===== src/rtl/vc_mem_arbiter_if.sv =====
// Cache-side request/response signals and the byte-wide external memory bus
// shared by the I-cache fill path and the D-cache word path.
interface vc_mem_arbiter_if #(
  parameter int unsigned PA = 24
);
  logic          ic_req;
  logic [PA-1:0] ic_addr;
  logic [15:0]   ic_rdata;
  logic          ic_rvalid;
  logic          ic_done;

  logic          dc_req;
  logic          dc_we;
  logic [PA-1:0] dc_addr;
  logic [15:0]   dc_wdata;
  logic [15:0]   dc_rdata;
  logic          dc_rvalid;
  logic          dc_done;

  logic [7:0]    mem_out;
  logic          mem_oe;
  logic [7:0]    mem_in;
  logic          mem_cs;
  logic          mem_wr;
  logic          busy;

  // Arbiter side.
  modport master (
    input  ic_req, ic_addr, dc_req, dc_we, dc_addr, dc_wdata, mem_in,
    output ic_rdata, ic_rvalid, ic_done, dc_rdata, dc_rvalid, dc_done,
    output mem_out, mem_oe, mem_cs, mem_wr, busy
  );

  // Requester / pin side.
  modport slave (
    output ic_req, ic_addr, dc_req, dc_we, dc_addr, dc_wdata, mem_in,
    input  ic_rdata, ic_rvalid, ic_done, dc_rdata, dc_rvalid, dc_done,
    input  mem_out, mem_oe, mem_cs, mem_wr, busy
  );
endinterface


===== src/rtl/vc_mem_arbiter.sv =====
// Arbitrates I-cache line fills and D-cache word accesses onto one byte-wide
// memory bus: three address bytes, read turnaround, then data bytes.
module vc_mem_arbiter #(
  parameter int unsigned PA         = 24,
  parameter int unsigned LINE_WORDS = 4,
  parameter int unsigned RD_LAT     = 2
) (
  input logic               clk,
  input logic               reset,
  vc_mem_arbiter_if.master  bus
);

  localparam int unsigned OFF_BITS  = $clog2(LINE_WORDS * 2);
  localparam logic [23:0] PA_MASK   = 24'((64'd1 << PA) - 64'd1);
  localparam logic [23:0] LINE_MASK = ~((24'd1 << OFF_BITS) - 24'd1);
  localparam logic [2:0]  LAST_WORD = 3'(LINE_WORDS - 1);
  localparam logic [2:0]  TURN_LAST = 3'(RD_LAT - 1);

  localparam logic GNT_IC = 1'b0;
  localparam logic GNT_DC = 1'b1;

  localparam logic [3:0] IDLE = 4'd0;
  localparam logic [3:0] A2   = 4'd1;
  localparam logic [3:0] A1   = 4'd2;
  localparam logic [3:0] A0   = 4'd3;
  localparam logic [3:0] TURN = 4'd4;
  localparam logic [3:0] RL   = 4'd5;
  localparam logic [3:0] RH   = 4'd6;
  localparam logic [3:0] WL   = 4'd7;
  localparam logic [3:0] WH   = 4'd8;
  localparam logic [3:0] DONE = 4'd9;

  logic [3:0]  state_q, state_d;
  logic        gnt_q, last_q;
  logic [23:0] addr_q;
  logic        we_q;
  logic [15:0] wdata_q;
  logic [2:0]  turn_q;
  logic [2:0]  words_q;
  logic [7:0]  lo_q;
  logic [15:0] ic_rdata_q, dc_rdata_q;
  logic        ic_rvalid_q, dc_rvalid_q;

  logic        any_req;
  logic        pick_dc;
  logic [23:0] ic_addr_ext, dc_addr_ext;

  assign any_req     = bus.ic_req | bus.dc_req;
  // On a tie the requester that did not win last time is served.
  assign pick_dc     = bus.dc_req & (~bus.ic_req | (last_q == GNT_IC));
  assign ic_addr_ext = 24'(bus.ic_addr) & PA_MASK & LINE_MASK;
  assign dc_addr_ext = 24'(bus.dc_addr) & PA_MASK & 24'hFF_FFFE;

  always_comb begin
    state_d = state_q;
    case (state_q)
      IDLE:    if (any_req) state_d = A2;
      A2:      state_d = A1;
      A1:      state_d = A0;
      A0:      state_d = we_q ? WL : TURN;
      TURN:    if (turn_q == 3'd0) state_d = RL;
      RL:      state_d = RH;
      RH:      state_d = (words_q == 3'd0) ? DONE : RL;
      WL:      state_d = WH;
      WH:      state_d = DONE;
      DONE:    state_d = IDLE;
      default: state_d = IDLE;
    endcase
  end

  always_ff @(posedge clk) begin
    if (reset) begin
      state_q     <= IDLE;
      gnt_q       <= GNT_IC;
      last_q      <= GNT_IC;
      addr_q      <= '0;
      we_q        <= 1'b0;
      wdata_q     <= '0;
      turn_q      <= '0;
      words_q     <= '0;
      lo_q        <= '0;
      ic_rdata_q  <= '0;
      dc_rdata_q  <= '0;
      ic_rvalid_q <= 1'b0;
      dc_rvalid_q <= 1'b0;
    end else begin
      state_q <= state_d;
      if (state_q == IDLE && any_req) begin
        gnt_q   <= pick_dc;
        last_q  <= pick_dc;
        addr_q  <= pick_dc ? dc_addr_ext : ic_addr_ext;
        we_q    <= pick_dc & bus.dc_we;
        wdata_q <= bus.dc_wdata;
        words_q <= pick_dc ? 3'd0 : LAST_WORD;
      end
      if (state_q == A0) begin
        turn_q <= TURN_LAST;
      end else if (state_q == TURN) begin
        turn_q <= turn_q - 3'd1;
      end
      if (state_q == RL) lo_q <= bus.mem_in;
      if (state_q == RH && words_q != 3'd0) words_q <= words_q - 3'd1;
      // Read data is presented only in its valid cycle so idle outputs stay 0.
      ic_rvalid_q <= (state_q == RH) && (gnt_q == GNT_IC);
      dc_rvalid_q <= (state_q == RH) && (gnt_q == GNT_DC);
      ic_rdata_q  <= ((state_q == RH) && (gnt_q == GNT_IC)) ? {bus.mem_in, lo_q} : 16'h0;
      dc_rdata_q  <= ((state_q == RH) && (gnt_q == GNT_DC)) ? {bus.mem_in, lo_q} : 16'h0;
    end
  end

  logic [7:0] mem_out_c;
  always_comb begin
    mem_out_c = 8'h00;
    case (state_q)
      A2:      mem_out_c = addr_q[23:16];
      A1:      mem_out_c = addr_q[15:8];
      A0:      mem_out_c = addr_q[7:0];
      WL:      mem_out_c = wdata_q[7:0];
      WH:      mem_out_c = wdata_q[15:8];
      default: mem_out_c = 8'h00;
    endcase
  end

  logic cs_c, oe_c;
  assign cs_c = (state_q != IDLE) && (state_q != DONE);
  assign oe_c = (state_q == A2) || (state_q == A1) || (state_q == A0) ||
                (state_q == WL) || (state_q == WH);

  assign bus.mem_out   = mem_out_c;
  assign bus.mem_oe    = oe_c;
  assign bus.mem_cs    = cs_c;
  assign bus.mem_wr    = cs_c & we_q;
  assign bus.busy      = (state_q != IDLE);
  assign bus.ic_rdata  = ic_rdata_q;
  assign bus.ic_rvalid = ic_rvalid_q;
  assign bus.ic_done   = (state_q == DONE) && (gnt_q == GNT_IC);
  assign bus.dc_rdata  = dc_rdata_q;
  assign bus.dc_rvalid = dc_rvalid_q;
  assign bus.dc_done   = (state_q == DONE) && (gnt_q == GNT_DC);

endmodule


===== src/flat_wrapper.sv =====
// flat-port wrapper written by rule: the top's interface ports become plain ports
module vc_mem_arbiter_flat 
#(
  parameter int unsigned PA         = 24,
  parameter int unsigned LINE_WORDS = 4,
  parameter int unsigned RD_LAT     = 2
)
  (clk, reset, bus_ic_req, bus_ic_addr, bus_dc_req, bus_dc_we, bus_dc_addr, bus_dc_wdata, bus_mem_in, bus_ic_rdata, bus_ic_rvalid, bus_ic_done, bus_dc_rdata, bus_dc_rvalid, bus_dc_done, bus_mem_out, bus_mem_oe, bus_mem_cs, bus_mem_wr, bus_busy);
  vc_mem_arbiter_if #(.PA(PA)) bus_i ();
  input logic clk;
  input logic reset;
  input wire logic [$bits(bus_i.ic_req)-1:0] bus_ic_req;
  input wire logic [$bits(bus_i.ic_addr)-1:0] bus_ic_addr;
  input wire logic [$bits(bus_i.dc_req)-1:0] bus_dc_req;
  input wire logic [$bits(bus_i.dc_we)-1:0] bus_dc_we;
  input wire logic [$bits(bus_i.dc_addr)-1:0] bus_dc_addr;
  input wire logic [$bits(bus_i.dc_wdata)-1:0] bus_dc_wdata;
  input wire logic [$bits(bus_i.mem_in)-1:0] bus_mem_in;
  output wire logic [$bits(bus_i.ic_rdata)-1:0] bus_ic_rdata;
  output wire logic [$bits(bus_i.ic_rvalid)-1:0] bus_ic_rvalid;
  output wire logic [$bits(bus_i.ic_done)-1:0] bus_ic_done;
  output wire logic [$bits(bus_i.dc_rdata)-1:0] bus_dc_rdata;
  output wire logic [$bits(bus_i.dc_rvalid)-1:0] bus_dc_rvalid;
  output wire logic [$bits(bus_i.dc_done)-1:0] bus_dc_done;
  output wire logic [$bits(bus_i.mem_out)-1:0] bus_mem_out;
  output wire logic [$bits(bus_i.mem_oe)-1:0] bus_mem_oe;
  output wire logic [$bits(bus_i.mem_cs)-1:0] bus_mem_cs;
  output wire logic [$bits(bus_i.mem_wr)-1:0] bus_mem_wr;
  output wire logic [$bits(bus_i.busy)-1:0] bus_busy;
  assign bus_i.ic_req = bus_ic_req;
  assign bus_i.ic_addr = bus_ic_addr;
  assign bus_i.dc_req = bus_dc_req;
  assign bus_i.dc_we = bus_dc_we;
  assign bus_i.dc_addr = bus_dc_addr;
  assign bus_i.dc_wdata = bus_dc_wdata;
  assign bus_i.mem_in = bus_mem_in;
  assign bus_ic_rdata = bus_i.ic_rdata;
  assign bus_ic_rvalid = bus_i.ic_rvalid;
  assign bus_ic_done = bus_i.ic_done;
  assign bus_dc_rdata = bus_i.dc_rdata;
  assign bus_dc_rvalid = bus_i.dc_rvalid;
  assign bus_dc_done = bus_i.dc_done;
  assign bus_mem_out = bus_i.mem_out;
  assign bus_mem_oe = bus_i.mem_oe;
  assign bus_mem_cs = bus_i.mem_cs;
  assign bus_mem_wr = bus_i.mem_wr;
  assign bus_busy = bus_i.busy;
  vc_mem_arbiter #(.PA(PA), .LINE_WORDS(LINE_WORDS), .RD_LAT(RD_LAT)) u_core (.clk(clk), .reset(reset), .bus(bus_i));
endmodule

===== config.mk =====
export PLATFORM = sky130hd
export DESIGN_NAME = vc_mem_arbiter_flat
export DESIGN_NICKNAME = d
export VERILOG_FILES = /design/src/rtl/vc_mem_arbiter_if.sv /design/src/rtl/vc_mem_arbiter.sv /design/src/flat_wrapper.sv
export SDC_FILE = /design/constraint.sdc
export NUM_CORES = 1
export LEC_CHECK = 0
export CORE_UTILIZATION = 41
export DETAILED_ROUTE_END_ITERATION = 16
export PLACE_DENSITY = 0.76
export SYNTH_ARGS = -nofsm -noshare
export SYNTH_HDL_FRONTEND = slang
export SYNTH_SLANG_ARGS = --single-unit

===== constraint.sdc =====
create_clock -name clk -period 1.6 [get_ports clk]
set_input_delay 0.24 -clock clk [delete_from_list [all_inputs] [get_ports clk]]
set_output_delay 0.24 -clock clk [all_outputs]
set_load 0.05 [all_outputs]

* Word-level counts from Yosys, hierarchy flattened
Cells that the tools add are included.
** Word-level totals
- Word-level logic and storage cells :: 70
- Register bits :: 94
- Input port bits :: 77
- Output and inout bits :: 48
** Operators by class
- Bitwise operators :: 9
- Muxes and demuxes :: 12
- Eq/ne operators :: 12
- Reduce and logical (&&, ||, !) cells :: 22
- Add/subtract/negate cells :: 2
** Operators with widths (number)
- $pmux 8 s5 :: 1
- $pmux 4 s9 :: 1
- $mux 24 :: 1
- $eq 4x3->1 const B :: 4
- $mux 4 :: 3
- $eq 4x2->1 const B :: 2
- $eq 4x4->1 const B :: 2
- $logic_and 1x1->1 :: 7
- $logic_not 3->1 :: 2
- $mux 3 :: 2
- $reduce_or 2->1 :: 3
- $sub 3x1->3 const B :: 2
- $eq 4x1->1 const B :: 1
- $logic_not 4->1 :: 1
- $logic_or 1x1->1 :: 4
- $mux 2 :: 2
- $ne 2x1->1 const B :: 2
- $ne 4x4->1 const B :: 1
- $not 1->1 :: 4
- $reduce_bool 2->1 :: 2
- $reduce_bool 4->1 :: 1
- $and 1x1->1 :: 3
- $reduce_bool 3->1 :: 1
- $mux 1 :: 2
- 2 further kinds :: 3

* Logic depth before layout (Yosys ltp)
- Depth after elaboration :: 6
- Gate-level depth with buffers :: 7
- Depth with buffers taken out :: 6

* Worst setup path before layout
No wires, ideal clock.
- Kind :: reg-to-output
- Start point :: register u_core.state_q[3]
- End point :: output bus_ic_done
- Path slack :: -1.054 ns
- Stages on the path, launching flop included :: 4
- Data required time :: 1.360 ns
- Path buffers :: 2
- Arrival :: 2.414 ns
- Cells stage by stage :: dfxtp_1 -> buf_2 -> buf_1 -> nor4b_1
** Between the ends
- Longest elaborated chain between the ends :: 2
** RTL lines
- start, declared :: RTL line vc_mem_arbiter.sv:33 : logic [3:0] state_q, state_d;
- start signal, assigned :: RTL line vc_mem_arbiter.sv:87 : state_q <= state_d;
- $eq 4x4->1 :: RTL line vc_mem_arbiter.sv:136 : assign bus.ic_done = (state_q == DONE) && (gnt_q == GNT_IC);
- $logic_and 1x1->1 :: RTL line vc_mem_arbiter.sv:136
- end, declared :: RTL line flat_wrapper.sv:21 : output wire logic [$bits(bus_i.ic_done)-1:0] bus_ic_done;
No other way between the ends.

* Worst setup path after layout
- Start point :: register u_core.state_q[3]
- End point :: output bus_mem_out[4]
** Between the ends
- Longest elaborated chain between the ends :: 2
- Elaborated cells between the ends (all ways) :: 6
- Classes of those cells :: eq/ne (5); mux (1)
** RTL lines
- $eq 4x4->1 (tied with other cells) :: RTL line vc_mem_arbiter.sv:114 : case (state_q)
- $pmux 8 s5 (*) :: RTL line vc_mem_arbiter.sv:114
- end, declared :: RTL line flat_wrapper.sv:25 : output wire logic [$bits(bus_i.mem_out)-1:0] bus_mem_out;
Every way passes the cells marked *; elsewhere a longest branch is shown, timed or not.

==> results.md <==
- Post-Route WL: 12.0 mm
- Clock skew: 0.00796 ns
- Number of buffers created by CTS: 9
- Final net count: 642
- CP max FO: 5
- First-pass GRT wire length: 16.9 mm
- Critical hold path startpoint: bus_dc_wdata[1]
- Detailed placer's ending HPWL: between 6 and 7 mm
- Leak pwr: between 2 and 3 nW
- CP Launch Type: flip-flop
- Clk buf depth: 2
- Worst EP arrival: 1.88 ns
- Vias in the first global route: approximately 3,400
- CTS clk-pin slew, worst paths: 0.09 ns
- Clock Sink Count: 93
- Endpoints failing hold: 0
- PwrDens: 912 nW/um^2
- Hold_ws: around 0.44 ns
- Maximum vdd drop: 0.000464 V
- DRT antenna net count: 0
- Synth top area cells: dfxtp_1 51%, and2_1 9.3%, a221o_1 6.4%
- FF-to-FF End: u_core.addr_q[11]$_SDFFE_PP0P_
- Slew Limit Fails: 0
- Most frequent cell after synthesis: dfxtp_1
- Sequential-to-total area share from yosys stat: 51.4%
- Min-Delay Path Class: in -> reg
- Synth Register Bits: 93
- Final critical-path required period: 2.12 ns
- Failing checks: negative setup slack
- Synthesized instance count: approximately 370
- Asr flop ratio synth: 0%
- Critical R2R Launch: u_core.state_q[3]$_SDFFE_PP0P_
- Rel. slew slack: 56.2%
- Setup total negative slack: -20.10 ns
- Most frequent cells after synthesis: 93 x dfxtp_1, 58 x nand2_1, 54 x and2_1
- Nature of the critical path endpoint: primary output
- Proportion of layout cells with a drive suffix above 1: 36.6%
- GRT Total Usage: 24.7%
- Die ar.: 9210 um^2
- Max Clk Rate: 471 MHz
- Cell area after layout: 6210 um^2
- Util after Layout: between 70 and 80%
- Initial core utilization: a little over two fifths
- Syn Area/Cell: around 9.7 um^2
- DR iter-0 viols: 229
- Die X: between 90 and 100 um
- DP Area: 5340 um^2
- Post-synth EDFFs: 0
- Post-synth top area cell: dfxtp_1
- Final Worst Setup Slack: -0.521 ns
- DRC: 0
- Power Total: approximately 5.7 mW
- Via density: about 5.3
- WHS Path Cells: 3
- Setup violators final: between 70 and 80
- Num ports: 125
- Largest net degree at the start of global routing: 24
- RSZ-0062 raised after global routing: yes
- Max Cap Viol: 0
- Hold Crit Endpoint: u_core.wdata_q[1]$_SDFFE_PP0P_
- Antenna fix cells: 0
- Slew @ Worst Pin: 0.656 ns
- Worst R2R Setup Slack: -0.41 ns
- Required @ worst endpoint: 1.36 ns
- Syn-to-layout area delta: 71.7%
- Reg2reg path depth: 8
- H-Tree Depth: 3
- Global route total overflow: 0
- RePlAce Congestion: roughly 0.84
- Cell area after synthesis: 3620 um^2
- TritonCTS clock tree: yes
- Yosys Warn Count: 0
- Vias: 3,567
- Ys flop type: dfxtp_1
- Die height: 96.0 um
- Syn Nets: 454
- Core region area: 8380 um^2
- Final Cycle Share: 133%
- Synth top area share: 51.4%
- Total iterations of the first detailed-routing run: 5
- Worst Setup Path Type: reg -> out
- CTS root buffer: clkbuf_8
- IO Port Bufs: 120
- Initial antenna violation count: 0
- Outcome: finished with violations
- Post-DR wirelength/cell: 17.8 um
- FP Rows: 33
- Distinct cells, synth: roughly 40
- Latest clock arrival within the worst-skew pair: 0.35 ns
[critical path: stages (launching register included)]
cell	delay (ns)
dfxtp_4	0.37
nand2b_4	0.14
nor2_4	0.05
a222oi_1	0.62
nand2_2	0.16
buf_12	0.18
[stage by stage]
stage	std cells	setup slack, ns
after global routing	670	-0.547
after detailed placement	619	-0.266
final	670	-0.521
after CTS	658	-0.437
after floorplan	373	-0.110
after global placement	619	-0.268
[flip-flops by register name, summed over array words and instances, names as in the netlist]
name,cells
u_core.addr_q,23
u_core.bus.dc_rdata,16
u_core.bus.dc_rvalid,1
u_core.bus.ic_rdata,16
u_core.bus.ic_rvalid,1
u_core.last_q,1
u_core.lo_q,8
u_core.state_q,4
u_core.turn_q,3
u_core.wdata_q,16
u_core.we_q,1
u_core.words_q,3
[report_power, final]
| part | internal [mW] | switching [mW] |
|---|---|---|
| clock | 0.714 | 0.798 |
| sequential | 2.45 | 0.119 |
| combinational | 0.865 | 0.723 |
| total | 4.03 | 1.64 |
[kinds of logic (layout without fill, tap and decap cells)]
kind of cell    after synthesis  count (layout)  synth area share [%]
flops                        93              93                  51.4
xor+xnor                      3               3                 0.726
buf+inv                      30             219                  4.04
simple gates                161             164                  24.9
fa+ha+maj                     4               4                  1.38
compound gates               82              82                  17.5
[worst max-delay path by stage]
stage | start | to | cells after the start
finish | u_core.state_q[3]$_SDFFE_PP0P_ | bus_mem_out[4] | 5
global route | u_core.state_q[3]$_SDFFE_PP0P_ | bus_mem_out[4] | 5
CTS | u_core.state_q[1]$_SDFFE_PP0P_ | bus_mem_out[3] | 5
detailed placement | u_core.state_q[3]$_SDFFE_PP0P_ | bus_mem_out[3] | 5
global placement | u_core.state_q[3]$_SDFFE_PP0P_ | bus_mem_out[3] | 5
floorplan | u_core.state_q[3]$_SDFFE_PP0P_ | u_core.addr_q[10]$_SDFFE_PP0P_ | 7
[cells in the final DEF (no fill, tap or decap), types with 3 or more instances in the layout]
| master | synthesis | final |
|---|---|---|
| nand2_2 | 0 | 11 |
| a22oi_2 | 0 | 5 |
| dfxtp_4 | 0 | 4 |
| a221o_1 | 23 | 22 |
| buf_12 | 0 | 20 |
| buf_8 | 0 | 3 |
| nand2_1 | 58 | 46 |
| a21oi_2 | 0 | 11 |
| a22oi_1 | 14 | 9 |
| nand2b_1 | 5 | 3 |
| a222oi_1 | 4 | 4 |
| nor3_1 | 6 | 4 |
| clkdlybuf4s50_1 | 0 | 72 |
| o21ai_0 | 5 | 4 |
| nor3_4 | 0 | 3 |
| ha_1 | 4 | 4 |
| inv_1 | 7 | 7 |
| clkbuf_8 | 0 | 9 |
| nor2_4 | 1 | 5 |
| nor4b_4 | 0 | 3 |
| buf_6 | 3 | 14 |
| buf_4 | 0 | 84 |
| dfxtp_1 | 93 | 89 |
| and2_1 | 54 | 52 |
| a21oi_1 | 27 | 16 |
| nand3_2 | 0 | 3 |
| nor2_1 | 13 | 11 |
[layout make-up]
type,instances,area (um^2)
clock buffer,11,131
clock inverter,4,50.0
fill,531,2170
inverter,8,43.8
multi-input combinational,253,1940
sequential,93,1880
tap,105,131
timing repair buffer,196,2040
[routing by layer]
| metal | up-vias | track usage, % | share of wire, % |
|---|---|---|---|
| met1 | 1658 | 28.0 | 40 |
| met5 | - | 0 | 0 |
| met4 | 0 | 11.8 | 3.3 |
| met3 | 33 | 4.90 | 7.0 |
| met2 | 194 | 44.2 | 50 |
| li1 | 1682 | - | - |
[repair_timing]
item                       in CTS  in global routing
hold buffers                    0                  0
resized for setup              51                 35
setup buffers                  19                 11
pin swaps                      23                 13
setup endpoints to repair      82                 95
cloned                          6                  2
Power figures use the tool's default switching activity.
